==> src/rtl/seq_detect_param.sv <==
// seq_detect_param: parametrised Mealy serial-pattern detector.
//
// Shifts qualified serial bits into a history register and flags `out` in the
// same cycle the final bit of the run-time-loaded pattern is presented.
// Overlapping or non-overlapping detection is selected per bit. A saturating
// counter tallies matches.
//
// Optional build macro: SEQ_DETECT_MASK_EN
//   Adds pat_mask_in and a mask register (a 0 marks a don't-care position).
//
// Ports:
//   clk, rst     rising-edge clock, synchronous active-high reset
//   in_valid/in  qualified serial data bit
//   overlap      1 = overlapping detection, 0 = non-overlapping
//   pat_load     load pat_in (and pat_mask_in) and flush the history
//   pat_in       new pattern value; the first-received bit is the MSB
//   cnt_clr      clear the match counter (wins over a simultaneous match)
//   out          combinational match flag
//   match_cnt    saturating match count
//   fill         number of valid history bits, 0..PAT_W-1
module seq_detect_param #(
  parameter int               PAT_W   = 4,
  parameter logic [PAT_W-1:0] PAT_RST = 4'b1101,
  parameter int               CNT_W   = 8
) (
  input  logic                     clk,
  input  logic                     rst,
  input  logic                     in_valid,
  input  logic                     in,
  input  logic                     overlap,
  input  logic                     pat_load,
  input  logic [PAT_W-1:0]         pat_in,
`ifdef SEQ_DETECT_MASK_EN
  input  logic [PAT_W-1:0]         pat_mask_in,
`endif
  input  logic                     cnt_clr,
  output logic                     out,
  output logic [CNT_W-1:0]         match_cnt,
  output logic [$clog2(PAT_W)-1:0] fill
);

  localparam int             FW       = $clog2(PAT_W);
  localparam logic [FW-1:0]  FILL_MAX = FW'(PAT_W - 1);

  logic [PAT_W-1:0] pat_q, pat_d;
  logic [PAT_W-2:0] hist_q, hist_d;
  logic [FW-1:0]    fill_q, fill_d;
  logic [CNT_W-1:0] match_cnt_q, match_cnt_d;
  logic [PAT_W-1:0] cand;
  logic             hit;
`ifdef SEQ_DETECT_MASK_EN
  logic [PAT_W-1:0] mask_q, mask_d;
`endif

  // Match decode: the candidate is the history with the incoming bit appended.
  always_comb begin
    cand = {hist_q, in};
`ifdef SEQ_DETECT_MASK_EN
    hit  = ((cand ^ pat_q) & mask_q) == '0;
`else
    hit  = (cand == pat_q);
`endif
    out  = in_valid & ~pat_load & (fill_q == FILL_MAX) & hit;
  end

  always_comb begin
    pat_d       = pat_q;
    hist_d      = hist_q;
    fill_d      = fill_q;
    match_cnt_d = match_cnt_q;
`ifdef SEQ_DETECT_MASK_EN
    mask_d      = mask_q;
`endif
    // A pattern load drops any concurrent bit and restarts the history.
    if (pat_load) begin
      pat_d  = pat_in;
      hist_d = '0;
      fill_d = '0;
`ifdef SEQ_DETECT_MASK_EN
      mask_d = pat_mask_in;
`endif
    end else if (in_valid) begin
      hist_d = cand[PAT_W-2:0];
      // Non-overlapping: discard the matched window so none of it is reused.
      if (out && !overlap)
        fill_d = '0;
      else if (fill_q != FILL_MAX)
        fill_d = fill_q + FW'(1);
    end
    if (cnt_clr)
      match_cnt_d = '0;
    else if (out && (match_cnt_q != '1))
      match_cnt_d = match_cnt_q + CNT_W'(1);
  end

  always_ff @(posedge clk) begin
    if (rst) begin
      pat_q       <= PAT_RST;
      hist_q      <= '0;
      fill_q      <= '0;
      match_cnt_q <= '0;
`ifdef SEQ_DETECT_MASK_EN
      mask_q      <= '1;
`endif
    end else begin
      pat_q       <= pat_d;
      hist_q      <= hist_d;
      fill_q      <= fill_d;
      match_cnt_q <= match_cnt_d;
`ifdef SEQ_DETECT_MASK_EN
      mask_q      <= mask_d;
`endif
    end
  end

  assign match_cnt = match_cnt_q;
  assign fill      = fill_q;

endmodule

==> config.mk <==
export PLATFORM = sky130hd
export DESIGN_NAME = seq_detect_param
export DESIGN_NICKNAME = d
export VERILOG_FILES = /design/src/rtl/seq_detect_param.sv
export SDC_FILE = /design/constraint.sdc
export NUM_CORES = 1
export LEC_CHECK = 0
export CORE_MARGIN = 2
export CORE_UTILIZATION = 40
export CTS_CLUSTER_DIAMETER = 60
export CTS_CLUSTER_SIZE = 28
export DETAILED_ROUTE_END_ITERATION = 8
export PLACE_DENSITY = 0.78
export SETUP_SLACK_MARGIN = 0.3
export SKIP_CTS_REPAIR_TIMING = 1
export SLEW_MARGIN = 20
export SYNTH_ARGS = -nofsm -noshare
export SYNTH_HDL_FRONTEND = slang
export SYNTH_SLANG_ARGS = --single-unit
==> constraint.sdc <==
create_clock -name clk -period 4.9 [get_ports clk]
set_input_delay 1.47 -clock clk [delete_from_list [all_inputs] [get_ports clk]]
set_output_delay 1.47 -clock clk [all_outputs]
set_load 0.02 [all_outputs]
======== Word level (Yosys, flattened, before mapping) ========
Index checks and enable logic that the tools add are counted.
word-level totals
  register bits after elaboration ......... 17
  input port bits ......................... 11
  output and inout bits ................... 11
  word-level logic and storage cells ...... 23
cells by class
  add/sub/neg operators ................... 2
  equal/unequal tests ..................... 4
  multiplexer cells ....................... 2
  bitwise operators ....................... 4
  reductions and logical operators ........ 7
operator list
  operator                                                       number
  8-bit by 1-bit adder with 8-bit output, second input constant  1
  8-bit inequality test, second input constant                   1
  4-bit == test                                                  1
  2-bit two-way mux                                              2
  2-bit OR reduction                                             2
  1-bit AND                                                      3
  2-bit by 1-bit adder with 2-bit output, second input constant  1
  2-bit == test, second input constant                           1
  1-bit logical AND                                              2
  2-bit inequality test, second input constant                   1
  2-bit AND reduction                                            1
  2-bit nonzero test                                             1
  1-bit logical NOT                                              1
  1-bit inverter                                                 1

======== Depth between registers and ports, before layout ========
Gate-level depths: netlist (run 1).
  word-level depth ........................ 7
  mapped depth ............................ 6

======== Worst setup path after synthesis (run 1) ========
OpenSTA, ideal clock, no wires.
  path type ............................... input-to-output
  start point ............................. input port in
  end point ............................... output port out
  arrival time ............................ 2.443 ns
  required time ........................... 3.430 ns
  path slack .............................. 0.987 ns
  cell stages on the path ................. 4
  cell sequence ........................... xnor2_1 > nand3_1 > buf_6 > nor3_1
between the ends
  longest elaborated chain between the ends .. 2
ends and longest elaborated chain
  item           RTL line  source
  from (decl)    29        input logic in,
  4-bit == test  61        hit = (cand == pat_q);
  1-bit AND      63        out = in_valid & ~pat_load & (fill_q == FILL_MAX) & hit;
  to (decl)      37        output logic out,
Every way passes these cells.

======== Worst setup path after layout (run 1) ========
Ends and elaborated chain as after synthesis.

==> impl_metrics.py, run 1 <==
metrics = {
    "outcome": {
        "outcome": "complete, no violations",
    },
    "setup_path": {
        "critical_path.startpoint": "in",
        "crit_arrival_ns": 2.63,
        "path_class": "in -> out",
        "crit_fanout": 2,
        "worstPathRequired_ns": 3.43,
        "rr_worst_depth": 5,
        "cp_slowest_cell": "clkdlybuf4s50_1",
        "worstReg2RegStart": "match_cnt[0]$_SDFFE_PP0P_",
        "slowest_delay_ns": 0.49,
        "startpoint_type": "primary input",
        "path_cells": "clkdlybuf4s50_1 > xnor2_1 > nand3_1 > nor3_1 > dlymetal6s2s_1",
        "end_kind": "primary output",
    },
    "synthesis": {
        "yosys-top-cells-area": "dfxtp_1, mux2i_1, or4_1",
        "synth_area_sq_um": 868.3,
        "synth_ff_type": "dfxtp_1",
        "synthCells": 94,
        "yosys.area.top_type": "dfxtp_1",
        "yosysWarnings": 0,
        "synth-async-reset-ratio_pct": 0,
        "synth_top_area_share_pct": 39.19,
        "ys_ff_latch": 17,
        "ys_seq_area_share_pct": 39.19,
        "synth-edff-count": 0,
        "syn_nets": 107,
        "syn_avg_cell_area_sq_um": 9.238,
        "synth_cell_type_count": 28,
    },
    "grt": {
        "gr-usage-all-layers_pct": 15.80,
        "antenna_found_initial": 0,
        "overflow": 0,
        "grt_start_max_net_pins": 16,
        "grt_pass1_vias": 737,
        "grt_pass1_wl_um": 3132,
    },
    "floorplanning": {
        "die_h_um": 50.59,
        "io_pins": 22,
        "row_count": 16,
        "coreArea_sq_um": 2002,
        "dieArea_sq_um": 2559,
        "initial_core_util_pct": 43.38,
        "dieWidth_um": 50.59,
    },
    "sta": {
        "finalHoldViolCount": 0,
        "slew_viol_final": 0,
        "relSlewSlack_pct": 74.55,
        "clock_skew_ns": 0.005777,
        "achievable-frequency_ghz": 0.2441,
        "finalSetupViolCount": 0,
        "tightest_slew_ns": 0.3806,
        "finalWorstPathRequiredPeriod_ns": 4.097,
        "setup_slack_ns": 0.8028,
        "finalSetupTns_ns": 0,
        "timing.final.crit_share_pct": 83.62,
        "rsz0062_at_grt": "false",
    },
    "routing": {
        "routed_via_density": 5.280,
        "drt_iter0_markers": 22,
        "ant_nets": 0,
        "wl_um": 1665,
        "drc": 0,
        "via_count": 755,
        "drt-wirelength-per-cell_um": 11.64,
        "drtPass1Iterations": 4,
    },
    "final_layout": {
        "finish.utilization_pct": 55.25,
        "final_cells": 143,
        "diodes": 0,
        "fin_nets": 130,
        "drive_above_1_share_pct": 6.034,
        "area_growth_pct": 27.38,
    },
    "clock_network": {
        "clk_latency_ns": 0.29,
        "cts_buffer_depth": 2,
        "cts_tree": "yes",
        "cts_root_buffer": "clkbuf_4",
        "ctsHtreeMaxLevel": 1,
        "cts_sinks": 17,
        "clk_pin_slew_ns": 0.10,
        "cts_buffers": 3,
    },
    "place": {
        "port_buffers": 21,
        "dpl.hpwl_um": 1306,
        "dp_cells": 139,
        "pre_cts_ws_ns": 0.3849,
        "gp_congestion": 0.8211,
    },
    "run": {
        "maxCapViolCount": 0,
    },
    "power": {
        "combPwrFrac_pct": 11.7,
        "pwr-share-clk_pct": 30.3,
        "pwr-share-seq_pct": 57.9,
        "power_leakage_uw": 0.0003950,
        "power.internal_uw": 187.9,
        "report.power.total_uw": 248.1,
        "peakVddDrop_v": 0.0001718,
        "swShare_pct": 24.26,
        "p_switching_uw": 60.18,
        "power_density_nw_per_um2": 224.3,
    },
    "hold_path": {
        "hp-start": "match_cnt[6]$_SDFFE_PP0P_",
        "min_path_type": "reg -> reg",
        "hold_depth": 2,
    },
}
## sequential cells by signal, summed over array words and instances, names as in the netlist
register	cells
fill	2
hist_q	3
match_cnt	8
pat_q	4
## critical path, delay by kind of cell
family / cells / cell delay, ns
buf+inv: 2 / 0.73
simple gates: 2 / 0.30
xor+xnor: 1 / 0.12
## logic make-up (layout without fill, tap and decap cells)
group | after synthesis | in the layout | share of synthesized area, %
adder cells (fa/ha/maj) | 2 | 2 | 2.881
XOR/XNOR | 4 | 4 | 4.035
flip-flops | 17 | 17 | 39.19
buffers and inverters | 8 | 30 | 7.203
multiplexers | 7 | 7 | 8.069
AND/OR/NAND/NOR | 38 | 38 | 24.50
AO/OA/AOI/OAI | 18 | 18 | 14.12
## per-layer routing
layer | track usage (%) | wire (um)
met5 | 0 | 0
met4 | 6.306 | 28
met3 | 3.869 | 58
met2 | 25.22 | 768
met1 | 20.37 | 809
## power by group through the flow
stage               sequential [uW]  clock (uW)  combinational (uW)
CTS                             144        76.7                29.2
detailed placement              147           0                29.0
floorplan                       147           0                17.8
global placement                147           0                28.6
global route                    144        84.2                31.7
finish                          144        75.2                29.1
## path summary, 6_finish.rpt
kind | to | slack [ns]
worst min register to register | match_cnt[6]$_SDFFE_PP0P_ | 0.50
worst max-delay path | out | 0.80
worst max register to register | match_cnt[3]$_SDFFE_PP0P_ | 2.93
worst min-delay path | match_cnt[6]$_SDFFE_PP0P_ | 0.50
## cell type report
cell class | instances | area, sq um
clock buffer | 3 | 22.52
clock inverter | 1 | 5.005
fill | 193 | 895.9
inverter | 3 | 11.26
multi-input combinational | 69 | 465.4
sequential | 17 | 340.3
tap | 27 | 33.78
timing repair buffer | 23 | 227.7
## placed cells by master (no fill, tap or decap)
cell,Yosys,final
xor2_1,1,1
or3_1,3,3
nand3_1,4,4
xnor2_1,3,3
dfxtp_1,17,17
nand3b_1,2,2
and4_1,1,1
clkdlybuf4s50_1,0,20
a211o_1,4,4
nor2_1,3,3
a21oi_1,5,5
o31ai_1,4,4
clkinv_2,0,1
o21a_1,2,2
nand4_1,1,1
dlymetal6s2s_1,0,1
clkbuf_4,0,3
o22ai_1,2,2
or2_2,1,1
nor4_1,2,2
buf_4,0,2
or4_1,5,5
and3_1,1,1
nand2_1,7,7
inv_1,3,3
nor2b_1,3,3
o21ai_0,1,1
ha_1,2,2
mux2i_1,7,7
nor3_1,5,5
## stage by stage
| step | hold slack [ns] | instance area (sq um) |
|---|---|---|
| final | 0.4989 | 1106 |
| after floorplan | 0.4818 | 868.3 |
| after detailed placement | 0.4864 | 1076 |
| after global placement | 0.4632 | 1076 |
| after global routing | 0.5448 | 1106 |
| after CTS | 0.5017 | 1104 |
## synthesized netlist by cell type (2+ instances only)
master	count
o21a_1	2
nor2_1	3
or3_1	3
mux2i_1	7
nand2_1	7
ha_1	2
o31ai_1	4
nor2b_1	3
a211o_1	4
nor4_1	2
dfxtp_1	17
buf_6	3
o22ai_1	2
nand3_1	4
a21oi_1	5
nand3b_1	2
or4_1	5
xnor2_1	3
inv_1	3
nor3_1	5
(Power assumes the default switching activity.)
==> run 2, diff against run 1 <==
- clock period: 4.9 -> 4 ns (I/O delays scaled with it)
==> run 2 against run 1 <==
Net effect: combinational power grew 26%; total power grew 24%; sequential share of layout area shrank 0.21 points; largest power group unchanged.
==> impl_metrics.py, run 2 (same netlist as run 1, synthesis figures left out) <==
metrics = {
    "sta": {
        "finalSetupViolCount": 0,
        "timing.final.crit_share_pct": 89.55,
        "finalHoldViolCount": 0,
        "relSlewSlack_pct": 74.82,
        "finalSetupTns_ns": 0,
        "finalWorstPathRequiredPeriod_ns": 3.582,
        "rsz0062_at_grt": "false",
        "clock_skew_ns": 0.002463,
        "achievable-frequency_ghz": 0.2792,
        "slew_viol_final": 0,
        "tightest_slew_ns": 0.3743,
        "setup_slack_ns": 0.4178,
    },
    "power": {
        "peakVddDrop_v": 0.0001471,
        "swShare_pct": 24.75,
        "p_switching_uw": 75.94,
        "power_density_nw_per_um2": 275.5,
        "combPwrFrac_pct": 12.0,
        "pwr-share-seq_pct": 57.3,
        "power.internal_uw": 230.9,
        "power_leakage_uw": 0.0003998,
        "pwr-share-clk_pct": 30.7,
    },
    "final_layout": {
        "nFillCells": 194,
        "most-common-layout-cells": "clkdlybuf4s50_1, dfxtp_1, mux2i_1, nand2_1",
        "diodes": 0,
        "largest_reg_flops": 8,
        "final_common_cell": "clkdlybuf4s50_1",
        "drive_above_1_share_pct": 6.838,
        "area_growth_pct": 28.24,
        "fin_nets": 131,
    },
    "floorplanning": {
        "io_pins": 22,
        "dieArea_sq_um": 2559,
        "initial_core_util_pct": 43.38,
        "coreArea_sq_um": 2002,
        "die_h_um": 50.59,
        "row_count": 16,
        "dieWidth_um": 50.59,
    },
    "clock_network": {
        "ctsHtreeMaxLevel": 1,
        "clk_pin_slew_ns": 0.10,
        "cts_sinks": 17,
        "cts_buffer_depth": 2,
        "cts_buffers": 3,
        "cts_root_buffer": "clkbuf_4",
        "cts_tree": "yes",
        "clk_latency_ns": 0.29,
    },
    "routing": {
        "drt_iter0_markers": 18,
        "drt-wirelength-per-cell_um": 12.87,
        "routed_via_density": 5.618,
        "via_count": 809,
        "drtPass1Iterations": 5,
        "drc": 0,
        "wl_um": 1853,
        "ant_nets": 0,
    },
    "setup_path": {
        "crit_arrival_ns": 2.38,
        "slowest_delay_ns": 0.49,
        "path_class": "in -> out",
        "worstPathRequired_ns": 2.80,
        "cp_slowest_cell": "clkdlybuf4s50_1",
        "path_cells": "clkdlybuf4s50_1 > xnor2_1 > nand3_1 > nor3_1 > dlymetal6s2s_1",
        "end_kind": "primary output",
        "crit_fanout": 2,
        "startpoint_type": "primary input",
    },
    "grt": {
        "grt_start_max_net_pins": 16,
        "overflow": 0,
        "antenna_found_initial": 0,
        "grt_pass1_vias": 753,
        "gr-usage-all-layers_pct": 16.42,
        "grt_pass1_wl_um": 3187,
    },
    "outcome": {
        "outcome": "complete, no violations",
    },
    "run": {
        "maxCapViolCount": 0,
    },
    "hold_path": {
        "min_path_type": "reg -> reg",
    },
    "place": {
        "port_buffers": 21,
        "dpl.hpwl_um": 1435,
        "pre_cts_ws_ns": 0.009583,
        "gp_congestion": 0.7864,
    },
}
[run 2: routing by layer]
metal	routed length (um)	vias up	track usage [%]	part of all wire [%]
li1	-	395	-	-
met1	823	391	19.44	44
met2	913	19	29.17	49
met3	91	4	2.679	4.9
met4	24	0	6.757	1.3
met5	0	-	0	0
[run 2: path summary, 6_finish.rpt]
check | from | to | slack (ns) | depth (start not counted)
hold / removal | fill[1]$_SDFFE_PP0P_ | fill[1]$_SDFFE_PP0P_ | 0.50 | 2
setup / recovery | in | out | 0.42 | 5
setup reg to reg | match_cnt[0]$_SDFFE_PP0P_ | match_cnt[3]$_SDFFE_PP0P_ | 2.03 | 5
hold reg to reg | fill[1]$_SDFFE_PP0P_ | fill[1]$_SDFFE_PP0P_ | 0.50 | 2
[run 2: power groups by stage]
stage	Combinational, uW	Clock, uW	Sequential, uW
final	36.8	94.1	176
after global routing	40.4	103	176
after CTS	37.1	97.2	176
after detailed placement	37.0	0	180
after global placement	35.8	0	180
after floorplan	21.8	0	180
[run 2: worst max-delay path: cells and delay by family]
family                    cells  cell delay, ns
buffers and inverters         2            0.74
and+or+nand+nor               2            0.32
xor gates and xnor gates      1            0.12
[run 2: area by class of cell]
type	count	area (sq um)	share of cell area (%)
Multi-Input combinational cell	69	465.4	41.80
Sequential cell	17	340.3	30.56
Timing Repair Buffer	24	235.2	21.12
Tap cell	27	33.78	3.034
Clock buffer	3	22.52	2.022
Inverter	3	11.26	1.011
Clock inverter	1	5.005	0.4494
[run 2: stage by stage]
step / hold WS [ns] / total power, uW / util, % / cell area, sq um / cells
finish: 0.5000 / 306.8 / 55.63 / 1114 / 144
global route: 0.5328 / 319.8 / 55.63 / 1114 / 144
global placement: 0.4634 / 215.3 / 54.13 / 1084 / 140
CTS: 0.5059 / 310.1 / 55.50 / 1111 / 144
detailed placement: 0.4900 / 216.6 / 54.13 / 1084 / 140
floorplan: 0.4818 / 201.7 / - / 868.3 / 94
